### config.mk
export PLATFORM = sky130hd
export DESIGN_NAME = instr_fetch_unit
export DESIGN_NICKNAME = d
export VERILOG_FILES = /design/src/rtl/fetch_pkg.sv /design/src/rtl/pc_next_logic.sv /design/src/rtl/instr_fetch_unit.sv
export SDC_FILE = /design/constraint.sdc
export NUM_CORES = 1
export LEC_CHECK = 0
export CORE_MARGIN = 10
export CORE_UTILIZATION = 43
export CTS_BUF_LIST = sky130_fd_sc_hd__clkbuf_4
export DETAILED_ROUTE_END_ITERATION = 8
export PLACE_DENSITY = 0.9
export SLEW_MARGIN = 25
export SYNTH_ARGS = -nofsm -noshare
export SYNTH_HDL_FRONTEND = slang
export SYNTH_SLANG_ARGS = --single-unit
### constraint.sdc
create_clock -name clk -period 6.5 [get_ports clk]
set_input_delay 1.625 -clock clk [delete_from_list [all_inputs] [get_ports clk]]
set_output_delay 1.625 -clock clk [all_outputs]
set_load 0.01 [all_outputs]
### src/rtl/fetch_pkg.sv
// Shared types and constants for the sequential instruction-fetch front end.
package fetch_pkg;

    localparam int unsigned          XLEN_DEF     = 32;
    localparam logic [31:0]          RESET_PC_DEF = 32'h0000_0000;
    localparam logic [31:0]          NOP_INSTR    = 32'h0000_0013;

    // Decode field positions inside the 32-bit instruction word
    localparam int unsigned          OPCODE_LSB   = 0;
    localparam int unsigned          OPCODE_W     = 7;
    localparam int unsigned          FUNCT3_LSB   = 12;
    localparam int unsigned          FUNCT3_W     = 3;
    localparam int unsigned          FUNCT7_5_BIT = 30;

    typedef enum logic [2:0] {
        IDLE  = 3'd0,
        REQ   = 3'd1,
        WAIT  = 3'd2,
        EXEC  = 3'd3,
        FAULT = 3'd4
    } fetch_state_e;

endpackage

### src/rtl/pc_next_logic.sv
// Next-PC selection: sequential PC+4 or an aligned branch/jump target.
module pc_next_logic
    import fetch_pkg::*;
#(
    parameter int unsigned XLEN = XLEN_DEF
) (
    input  logic [XLEN-1:0] pc,
    input  logic            pc_src,
    input  logic [XLEN-1:0] pc_target,
    output logic [XLEN-1:0] pc_plus4,
    output logic [XLEN-1:0] next_pc,
    output logic            misalign
);

    // Unsigned add; carry out is discarded so the PC wraps at 2^XLEN
    assign pc_plus4 = pc + XLEN'(4);

    always_comb begin
        next_pc  = pc_plus4;
        misalign = 1'b0;
        if (pc_src) begin
            next_pc  = pc_target;
            misalign = (pc_target[1:0] != 2'b00);
        end
    end

endmodule

### src/rtl/instr_fetch_unit.sv
// Fetch FSM: owns the PC, issues one fetch at a time and hands the instruction to control.
module instr_fetch_unit
    import fetch_pkg::*;
#(
    parameter int unsigned     XLEN     = XLEN_DEF,
    parameter logic [XLEN-1:0] RESET_PC = RESET_PC_DEF
) (
    input  logic            clk,
    input  logic            reset_n,
    output logic            imem_req_valid,
    input  logic            imem_req_ready,
    output logic [XLEN-1:0] imem_req_addr,
    input  logic            imem_rsp_valid,
    input  logic [XLEN-1:0] imem_rsp_data,
    output logic            instr_valid,
    output logic [XLEN-1:0] Instr,
    output logic [6:0]      OPCode,
    output logic [2:0]      function3,
    output logic            function7,
    output logic [XLEN-1:0] PC,
    output logic [XLEN-1:0] PCPlus4,
    input  logic            PCsrc,
    input  logic [XLEN-1:0] PCTarget,
    output logic            fetch_fault
);

    fetch_state_e    state;
    logic [XLEN-1:0] next_pc;
    logic            misalign;

    pc_next_logic #(
        .XLEN(XLEN)
    ) u_pc_next (
        .pc        (PC),
        .pc_src    (PCsrc),
        .pc_target (PCTarget),
        .pc_plus4  (PCPlus4),
        .next_pc   (next_pc),
        .misalign  (misalign)
    );

    always_ff @(posedge clk) begin
        if (!reset_n) begin
            state       <= IDLE;
            PC          <= RESET_PC;
            Instr       <= NOP_INSTR;
            fetch_fault <= 1'b0;
        end else begin
            case (state)
                IDLE: state <= REQ;
                REQ: begin
                    // A response in the handshake cycle is illegal and ignored here
                    if (imem_req_ready) begin
                        state <= WAIT;
                    end
                end
                WAIT: begin
                    if (imem_rsp_valid) begin
                        Instr <= imem_rsp_data;
                        state <= EXEC;
                    end
                end
                EXEC: begin
                    if (misalign) begin
                        fetch_fault <= 1'b1;
                        state       <= FAULT;
                    end else begin
                        PC    <= next_pc;
                        state <= REQ;
                    end
                end
                FAULT:   state <= FAULT;
                default: state <= IDLE;
            endcase
        end
    end

    // Handshake strobes decode the state register only, so they never glitch
    assign imem_req_valid = (state == REQ);
    assign instr_valid    = (state == EXEC);
    assign imem_req_addr  = PC;

    assign OPCode    = Instr[OPCODE_LSB +: OPCODE_W];
    assign function3 = Instr[FUNCT3_LSB +: FUNCT3_W];
    assign function7 = Instr[FUNCT7_5_BIT];

endmodule

=== After elaboration in Yosys (flattened, before gate mapping) ===
Cells that the tools add are included.

* Logic and storage cells: 24
* Register bits: 68

* Bitwise gates (word level): 1
* Mux-type cells: 6
* Reductions and logical operators: 6
* Add/sub/neg operators: 1
* Equality and inequality tests: 6

{| class="wikitable"
|+ Operators with widths
! operator !! number
|-
| 32-bit by 3-bit adder with 32-bit output, second input constant || 1
|-
| 32-bit two-way mux || 1
|-
| 3-bit case mux with 5 select lines || 1
|-
| 3-bit two-way mux || 3
|-
| 2-bit AND reduction || 4
|-
| 3-bit by 2-bit equality test with 1-bit output, second input constant || 2
|-
| 3-bit by 1-bit equality test with 1-bit output, second input constant || 1
|-
| 3-bit equality test, second input constant || 1
|-
| 3-bit zero test || 1
|-
| 2-bit by 1-bit inequality test with 1-bit output, second input constant || 1
|-
| 2-bit inequality test, second input constant || 1
|-
| 2-bit nonzero test || 1
|-
| 1-bit two-way mux || 1
|-
| 1-bit NOT || 1
|}

=== Longest topological paths before layout ===
Gate-level depths: netlist (run 1).

* Depth in word-level cells: 4
* Mapped depth: 9

=== Cells and area by module ===
From an unflattened synthesis (run 1), not the netlist that was laid out.

* Cell total of the unflattened synthesis: 516
* Area, all modules: 4270.3 um^2

{| class="wikitable"
|+ Modules (own cells, without submodules)
! module !! instances !! area each (um^2) !! cells an instance
|-
| instr_fetch_unit || 1 || 3143.0 || 342
|-
| pc_next_logic || 1 || 1127.3 || 174
|}

=== Worst setup path after synthesis (run 1) ===
Ideal clock, no wire load.

* Path kind: flip-flop to output port
* Start: register PC[2]
* End: output PCPlus4[22]
* Stages on the path, launching flop included: 7
* Data arrival time: 1926 ps
* Slack: 2949 ps
* Cells stage by stage: dfxtp_1 > ha_1 > and3_1 > clkbuf_1 > nand3_2 > or3_1 > xnor2_1

* Longest elaborated chain between the ends: 1

{| class="wikitable"
|+ Ends and longest elaborated chain
! element !! line !! text
|-
| from (decl) || instr_fetch_unit.sv:20 || <nowiki>output logic [XLEN-1:0] PC,</nowiki>
|-
| from (signal assigned) || instr_fetch_unit.sv:68 || <nowiki>PC <= next_pc;</nowiki>
|-
| 32-bit by 3-bit adder with 32-bit output || pc_next_logic.sv:16 || <nowiki>assign pc_plus4 = pc + XLEN'(4);</nowiki>
|-
| to (decl) || instr_fetch_unit.sv:21 || <nowiki>output logic [XLEN-1:0] PCPlus4,</nowiki>
|}

No other way between the ends.

=== Final worst setup path (run 1) ===
* Start: register PC[2]
* End: output PCPlus4[28]

The elaborated chain is that of the path after synthesis.

==> summary.log, run 1 <==
[run_status] status finished, final reports clean
[worst_setup_path] element type at the critical path end output pin
[place] HPWL Detailed 10820 um
[cts] clock net sink count 68
[die] die height 114.1 um
[yosys] dominant register cell in the synthesized netlist sky130_fd_sc_hd__dfxtp_1
[die] Boundary Pins 211
[cts] H-tree levels 3
[yosys] cell accounting for the most synthesized area sky130_fd_sc_hd__dfxtp_1
[die] row count 34
[cts] number of clock buffers inserted by TritonCTS 9
[finish] area delta synth->final 50.85%
[detailed_routing] post-route DRC violation count 0
[yosys] Yosys warning total 0
[worst_setup_path] required time of the critical path 4.88 ns
[power_and_ir_drop] power per cell area 151.8 nW/um^2
[global_route] number of global-route vias before repair 4204
[timing] RSZ-0062 raised after global routing no
[place] final RePlAce weighted congestion 0.9262
[timing] Post-Route Skew 0.01988 ns
[yosys] synthesized net count 563
[timing] final hold violations 0
[global_route] GR Util met3 9.958%
[detailed_routing] vias 4142
[worst_setup_path] depth of the most critical reg-to-reg path 4
[place] worst setup slack before clock tree synthesis 2.109 ns
[global_route] first-pass GRT wire length 21910 um
[yosys] count of flip-flops with a built-in enable after synthesis 0
[cts] CTS tree done
[worst_setup_path] crit path DAT 3.04 ns
[global_route] antenna violations before repair 0
[global_route] met1 Usage GRT 21.64%
[power_and_ir_drop] worst ir drop on vdd 0.1257 mV
[min_path] number of cells on the worst hold path 2
[global_route] GR Overflow Total 0
[finish] share of post-route cells with drive strength above 1 4.396%
[die] Total Die Area 13020 um^2
[worst_setup_path] category of the most critical setup path reg -> out
[yosys] number of different library cells in the post-synthesis netlist 52
[die] Core ar. 8678 um^2
[finish] count of inserted antenna diode cells 0
[yosys] count of state elements after synthesis 68
[yosys] synthesized instance count 493
[global_route] pin count of the biggest net entering global routing 55
[yosys] area fraction of the dominant cell type after synthesis 35.74%
[die] initial core utilization 43.89%
[timing] peak clock frequency supported by timing 214.3 MHz
[global_route] highest-utilization routing layer at the global route stage met2
[run] max-cap violations 0
[cts] cell chosen for the clock root sky130_fd_sc_hd__clkbuf_4
[cts] Max Root-Sink Buffers 2
[timing] post-route minimum period 4.666 ns
[detailed_routing] Vias/cell 5.560
[timing] Slew headroom 31.04%
[cts] cts-stage hold buffer count 0
[yosys] top cells by area in the synthesized netlist sky130_fd_sc_hd__dfxtp_1 36%, sky130_fd_sc_hd__buf_4 9.1%, sky130_fd_sc_hd__nand2_1 7.9%, sky130_fd_sc_hd__a21oi_1 6.7%, sky130_fd_sc_hd__xor2_1 3.9%
[power_and_ir_drop] total power after layout 0.8720 mW
[detailed_routing] router iterations before antenna repair 6
[yosys] combined area of all synthesized cells 3809 um^2
[global_route] overall fraction of global-route tracks in use 20.39%
[finish] commonest non-fill, non-tap cell in the layout sky130_fd_sc_hd__clkdlybuf4s50_1
[worst_setup_path] critical path cell sequence ha_1, and3_1, nand3_2, nor4_1, xor2_1, clkdlybuf4s50_1
[timing] final setup slack of the worst path 1.834 ns
[detailed_routing] remaining antenna violation count after routing 0
[min_path] worst min-delay path category reg -> reg
[detailed_routing] First DRT Iteration DRCs 246
[worst_setup_path] critical path startpoint category register
[die] Die W 114.1 um
[worst_setup_path] cell at the slowest stage of the critical path sky130_fd_sc_hd__clkdlybuf4s50_1
[finish] nets 702
[power_and_ir_drop] static leakage 2.036 nW
[global_route] Global Route met2 Usage 34.09%
[timing] actual transition at the worst max-transition pin 1.020 ns
[detailed_routing] wire length per cell 18.90 um
[yosys] sequential-to-total area share from yosys stat 35.74%
[yosys] average instance area after synthesis 7.725 um^2
[place] Buffers on Ports 210
[yosys] proportion of synthesized flip-flops having asynchronous set or reset 0%
[finish] most used cells in the layout excluding fill and tap cells 210 x sky130_fd_sc_hd__clkdlybuf4s50_1, 80 x sky130_fd_sc_hd__nand2_1, 68 x sky130_fd_sc_hd__dfxtp_1
[worst_setup_path] largest fanout on the critical path 10
[timing] summed negative setup slack over all endpoints 0 ns
[worst_setup_path] delay of the slowest critical-path stage 0.58 ns
[cts] clock latency of the later-clocked register in the worst-skew pair 0.40 ns
[cts] clock-pin slew on the worst setup and hold paths 0.13 ns
[timing] pins over their slew limit 0
[timing] ratio of final minimum period to clock period 71.78%
[timing] setup violation total in the final timing report 0
[cts] buffer count from post-CTS setup fixing 0
[detailed_routing] total wirelength of the detailed-routed design 14080 um
[cts] cts repair resizes 0
==> cells in the mapped netlist (2+ instances only) <==
cell / count
sky130_fd_sc_hd__buf_1: 3
sky130_fd_sc_hd__nor3b_1: 5
sky130_fd_sc_hd__a221o_1: 4
sky130_fd_sc_hd__and4_1: 5
sky130_fd_sc_hd__inv_1: 6
sky130_fd_sc_hd__a22o_1: 4
sky130_fd_sc_hd__nor4_1: 8
sky130_fd_sc_hd__a221oi_1: 3
sky130_fd_sc_hd__and2_1: 2
sky130_fd_sc_hd__clkbuf_2: 2
sky130_fd_sc_hd__a31oi_1: 4
sky130_fd_sc_hd__a21o_1: 3
sky130_fd_sc_hd__nor2_1: 31
sky130_fd_sc_hd__o2bb2ai_1: 7
sky130_fd_sc_hd__nand2b_1: 3
sky130_fd_sc_hd__xnor2_1: 10
sky130_fd_sc_hd__a21boi_0: 2
sky130_fd_sc_hd__mux2i_1: 3
sky130_fd_sc_hd__a22oi_1: 7
sky130_fd_sc_hd__o22ai_1: 2
sky130_fd_sc_hd__and3_1: 12
sky130_fd_sc_hd__buf_2: 7
sky130_fd_sc_hd__xor2_1: 17
sky130_fd_sc_hd__buf_4: 46
sky130_fd_sc_hd__nand4_1: 9
sky130_fd_sc_hd__nand3_1: 14
sky130_fd_sc_hd__clkbuf_1: 25
sky130_fd_sc_hd__a21oi_1: 51
sky130_fd_sc_hd__o21ai_0: 15
sky130_fd_sc_hd__nor3_1: 12
sky130_fd_sc_hd__o41ai_1: 2
sky130_fd_sc_hd__nand2_1: 80
sky130_fd_sc_hd__dfxtp_1: 68
sky130_fd_sc_hd__o21a_1: 3
==> worst max-delay path: cells and delay by family, from the launching register on <==
kind | cells | cell delay (ns)
buf+inv | 1 | 0.58
simple gates | 3 | 0.97
fa+ha+maj | 1 | 0.30
xor+xnor | 1 | 0.26
flops | 1 | 0.53
==> area by class of cell <==
cell class,instances,area (um^2)
Clock buffer,9,67.56
Clock inverter,7,100.1
Fill cell,722,2933
Inverter,7,26.28
Multi-Input combinational cell,334,1931
Sequential cell,68,1361
Tap cell,108,135.1
Timing Repair Buffer,212,2125
==> flip-flops by register name, summed over array words and instances (netlist names) <==
name         cells
state            3
Instr           32
PC              32
fetch_fault      1
==> path summary, 6_finish.rpt <==
kind	startpoint	slack (ns)	to
worst max-delay path	PC[2]	1.83	PCPlus4[28]
worst min-delay path	Instr[17]	0.46	Instr[17]
worst max register to register	state[1]	4.07	PC[16]
worst min register to register	Instr[17]	0.46	Instr[17]
==> where the power goes <==
group | internal (mW) | switching (mW) | total, mW
combinational | 0.0668 | 0.0460 | 0.113
clock | 0.158 | 0.169 | 0.326
sequential | 0.424 | 0.00882 | 0.433
total | 0.649 | 0.223 | 0.872
==> stage by stage <==
step	instance area (um^2)	util (%)	hold slack, ns	std cells
after floorplan	3809	-	0.4805	493
after global placement	5553	63.99	0.4408	728
after detailed placement	5573	64.22	0.4476	729
after CTS	5741	66.15	0.4655	745
after global routing	5746	66.21	0.4783	745
final	5746	66.21	0.4618	745
==> layer usage <==
metal | wire length, um | part of all wire (%)
met2 | 6707 | 48
met1 | 5068 | 36
met5 | 0 | 0
met3 | 1967 | 14
met4 | 341 | 2.4
==> cell families after synthesis <==
kind of cell	share of synthesized area [%]
xor gates and xnor gates	6.209
AOI/OAI and AO/OA	18.20
muxes	0.7885
buffers and inverters	13.99
DFF	35.74
adders and majority gates	0.3285
and+or+nand+nor	24.74
No activity file was read; power rests on OpenSTA's default activity.
==> run 2, diff against run 1 <==
CORE_UTILIZATION = 36   (was 43)
PLACE_DENSITY = 0.81   (was 0.9)
clock period = 3.83 ns   (was 6.5 ns; I/O delays follow)
==> run 2 against run 1 <==
Combinational power increased by 73%. Power increased by 54%. Cell area increased by 2.5%. Critical path depth unchanged. Wire length increased by 3.0%. Worst setup slack got worse by 1.7 ns. First-iteration DRC count increased by 16%. Clock power increased by 26%. Critical path type unchanged. Largest power group unchanged. Highest routed layer unchanged.
==> summary.log, run 2 (synthesis gave the netlist of run 1 again) <==
[run_status] status finished, final reports clean
[detailed_routing] post-route DRC violation count 0 [unchanged]
[die] Die W 122.9 um [+7.7%]
[finish] nets 716 [+2.0%]
[power_and_ir_drop] static leakage 2.101 nW [+3.2%]
[cts] CTS tree done
[worst_setup_path] category of the most critical setup path reg -> out
[worst_setup_path] crit path DAT 2.71 ns [-0.33 ns]
[finish] share of post-route cells with drive strength above 1 8.909% [+4.5 points]
[timing] ratio of final minimum period to clock period 95.66%
[worst_setup_path] largest fanout on the critical path 8 [-2]
[cts] cell chosen for the clock root sky130_fd_sc_hd__clkbuf_4
[die] Core ar. 10320 um^2 [+19%]
[global_route] number of global-route vias before repair 4131 [-1.7%]
[detailed_routing] vias 4167 [+0.60%]
[min_path] worst min-delay path category reg -> reg
[worst_setup_path] critical path startpoint category register
[power_and_ir_drop] NetSw 0.3759 mW [+68%]
[global_route] GR Overflow Total 0 [unchanged]
[timing] post-route minimum period 3.664 ns
[detailed_routing] router iterations before antenna repair 5 [-1]
[die] initial core utilization 36.89% [-7.0 points]
[finish] count of inserted antenna diode cells 0 [unchanged]
[timing] pins over their slew limit 0 [unchanged]
[power_and_ir_drop] part of the total power dissipated in the clock network 30.7% [-6.7 points]
[timing] Slew headroom 49.39% [+18 points]
[place] HPWL Detailed 11120 um [+2.8%]
[timing] peak clock frequency supported by timing 272.9 MHz
[worst_setup_path] delay of the slowest critical-path stage 0.55 ns [-0.03 ns]
[timing] Post-Route Skew 0.02789 ns [+0.008010 ns]
[cts] number of clock buffers inserted by TritonCTS 9 [unchanged]
[timing] setup violation total in the final timing report 0 [unchanged]
[cts] H-tree levels 3 [unchanged]
[timing] actual transition at the worst max-transition pin 0.7533 ns [-0.2665 ns]
[place] final RePlAce weighted congestion 0.9558 [+3.2%]
[cts] Max Root-Sink Buffers 2 [unchanged]
[worst_setup_path] critical path cell sequence and4_2, nand4_4, or2_1, nor2_1, xor2_1, clkdlybuf4s50_1
[power_and_ir_drop] share of power burned in registers 54.8% [+5.1 points]
[min_path] startpoint of the worst hold path Instr[10]
[worst_setup_path] critical path buffer and inverter count 1 [unchanged]
[place] Buffers on Ports 210 [unchanged]
[power_and_ir_drop] combinational group share of total power 14.5% [+1.6 points]
[finish] number of non-filler instances in the completed layout 787 [+5.6%]
[worst_setup_path] element type at the critical path end output pin
[timing] summed negative setup slack over all endpoints 0 ns [unchanged]
[finish] area delta synth->final 54.57%
[cts] cts-stage hold buffer count 0 [unchanged]
[worst_setup_path] cell at the slowest stage of the critical path sky130_fd_sc_hd__clkdlybuf4s50_1
[die] Boundary Pins 211 [unchanged]
[timing] final setup slack of the worst path 0.1661 ns [-1.668 ns]
[power_and_ir_drop] power per cell area 227.6 nW/um^2 [+50%]
[timing] final hold violations 0 [unchanged]
[worst_setup_path] CP top delay family simple AND/OR/NAND/NOR gates
[cts] clock latency of the later-clocked register in the worst-skew pair 0.42 ns [+0.02 ns]
[worst_setup_path] launch point of the worst path PC[9]
[finish] largest registers ranked by flip-flop count Instr x32, PC x32, state x3
[cts] clock net sink count 68 [unchanged]
[die] row count 37 [+8.8%]
[global_route] overall fraction of global-route tracks in use 18.11% [-2.3 points]
[timing] RSZ-0062 raised after global routing no
[detailed_routing] First DRT Iteration DRCs 285 [+16%]
[die] Total Die Area 15090 um^2 [+16%]
[global_route] antenna violations before repair 0 [unchanged]
[die] die height 122.9 um [+7.7%]
[power_and_ir_drop] worst ir drop on vdd 0.1599 mV [+27%]
[detailed_routing] Vias/cell 5.295 [-4.8%]
[power_and_ir_drop] total power after layout 1.340 mW [+54%]
[place] worst setup slack before clock tree synthesis 0.3973 ns [-1.712 ns]
[finish] commonest non-fill, non-tap cell in the layout sky130_fd_sc_hd__clkdlybuf4s50_1
[place] total placed cells including tap cells 769 [+5.5%]
[detailed_routing] total wirelength of the detailed-routed design 14500 um [+3.0%]
[detailed_routing] remaining antenna violation count after routing 0 [unchanged]
[power_and_ir_drop] Pint 0.9638 mW [+49%]
[cts] clock-pin slew on the worst setup and hold paths 0.12 ns [about the same]
[worst_setup_path] startpoint of the most critical register-to-register path state[1]
[finish] most used cells in the layout excluding fill and tap cells 210 x sky130_fd_sc_hd__clkdlybuf4s50_1, 80 x sky130_fd_sc_hd__nand2_1, 58 x sky130_fd_sc_hd__dfxtp_1
[global_route] first-pass GRT wire length 22080 um [+0.79%]
[power_and_ir_drop] switching share of power 28.06% [+2.4 points]
[run] max-cap violations 0 [unchanged]
[finish] FILL cells 925 [+28%]
[worst_setup_path] required time of the critical path 2.87 ns [-2.01 ns]
[global_route] pin count of the biggest net entering global routing 54 [-1.8%]
[detailed_routing] wire length per cell 18.42 um [-2.5%]
[run 2: cell types whose count changed in the layout (fill, tap and decap cells not counted), moves of 4 or more]
cell / delta
sky130_fd_sc_hd__nor4_2: +4
sky130_fd_sc_hd__nor4_1: -5
sky130_fd_sc_hd__buf_4: +15
sky130_fd_sc_hd__dfxtp_1: -10
sky130_fd_sc_hd__dfxtp_2: +10
[run 2: routing by layer]
layer	vias up	track usage, %	share of wire [%]
li1	1976	-	-
met4	0	5.376	1.7
met2	225	31.02	49
met1	1946	19.38	36
met3	20	8.724	13
met5	-	0	0
[run 2: what timing repair did]
action / in CTS / in global routing
gates resized for setup: 4 / 19
buffers inserted: 0 / 2
setup endpoints to repair: 5 / 12
pin swaps: 0 / 3
cloned: 0 / 0
[run 2: cell type report]
type | instances | area (um^2) | area share, %
Clock buffer | 9 | 67.56 | 1.148
Sequential cell | 68 | 1374 | 23.34
Tap cell | 136 | 170.2 | 2.891
Multi-Input combinational cell | 334 | 1983 | 33.69
Inverter | 7 | 26.28 | 0.4463
Clock inverter | 7 | 43.79 | 0.7439
Timing Repair Buffer | 226 | 2222 | 37.75
[run 2: power by group through the flow]
stage | sequential [mW] | clock, mW | combinational, mW
after detailed placement | 0.749 | 0 | 0.195
after floorplan | 0.749 | 0 | 0.0697
final | 0.734 | 0.411 | 0.195
after global routing | 0.736 | 0.451 | 0.211
after CTS | 0.733 | 0.422 | 0.196
after global placement | 0.748 | 0 | 0.193
[run 2: worst register-to-register path: cells and delay by family (launching register included)]
family	cells	cell delay [ns]
flip-flops	1	0.51
buffers and inverters	1	0.17
AO/OA/AOI/OAI	2	0.46
AND/OR/NAND/NOR	3	0.98
[run 2: path summary, 6_finish.rpt]
| kind | endpoint | slack [ns] | depth (start not counted) |
|---|---|---|---|
| setup / recovery | PCPlus4[23] | 0.17 | 6 |
| hold / removal | Instr[10] | 0.46 | 2 |
| setup reg to reg | PC[24] | 1.63 | 6 |
| hold reg to reg | Instr[10] | 0.46 | 2 |
[run 2: per-stage QoR]
step           util [%]  hold slack, ns  cell area, um^2
2_1_floorplan         -          0.4805             3809
3_3_place_gp      55.07          0.4409             5685
3_5_place_dp      55.08          0.4500             5687
4_1_cts           56.36          0.4676             5818
5_1_grt           57.02          0.4914             5887
6_report          57.02          0.4647             5887
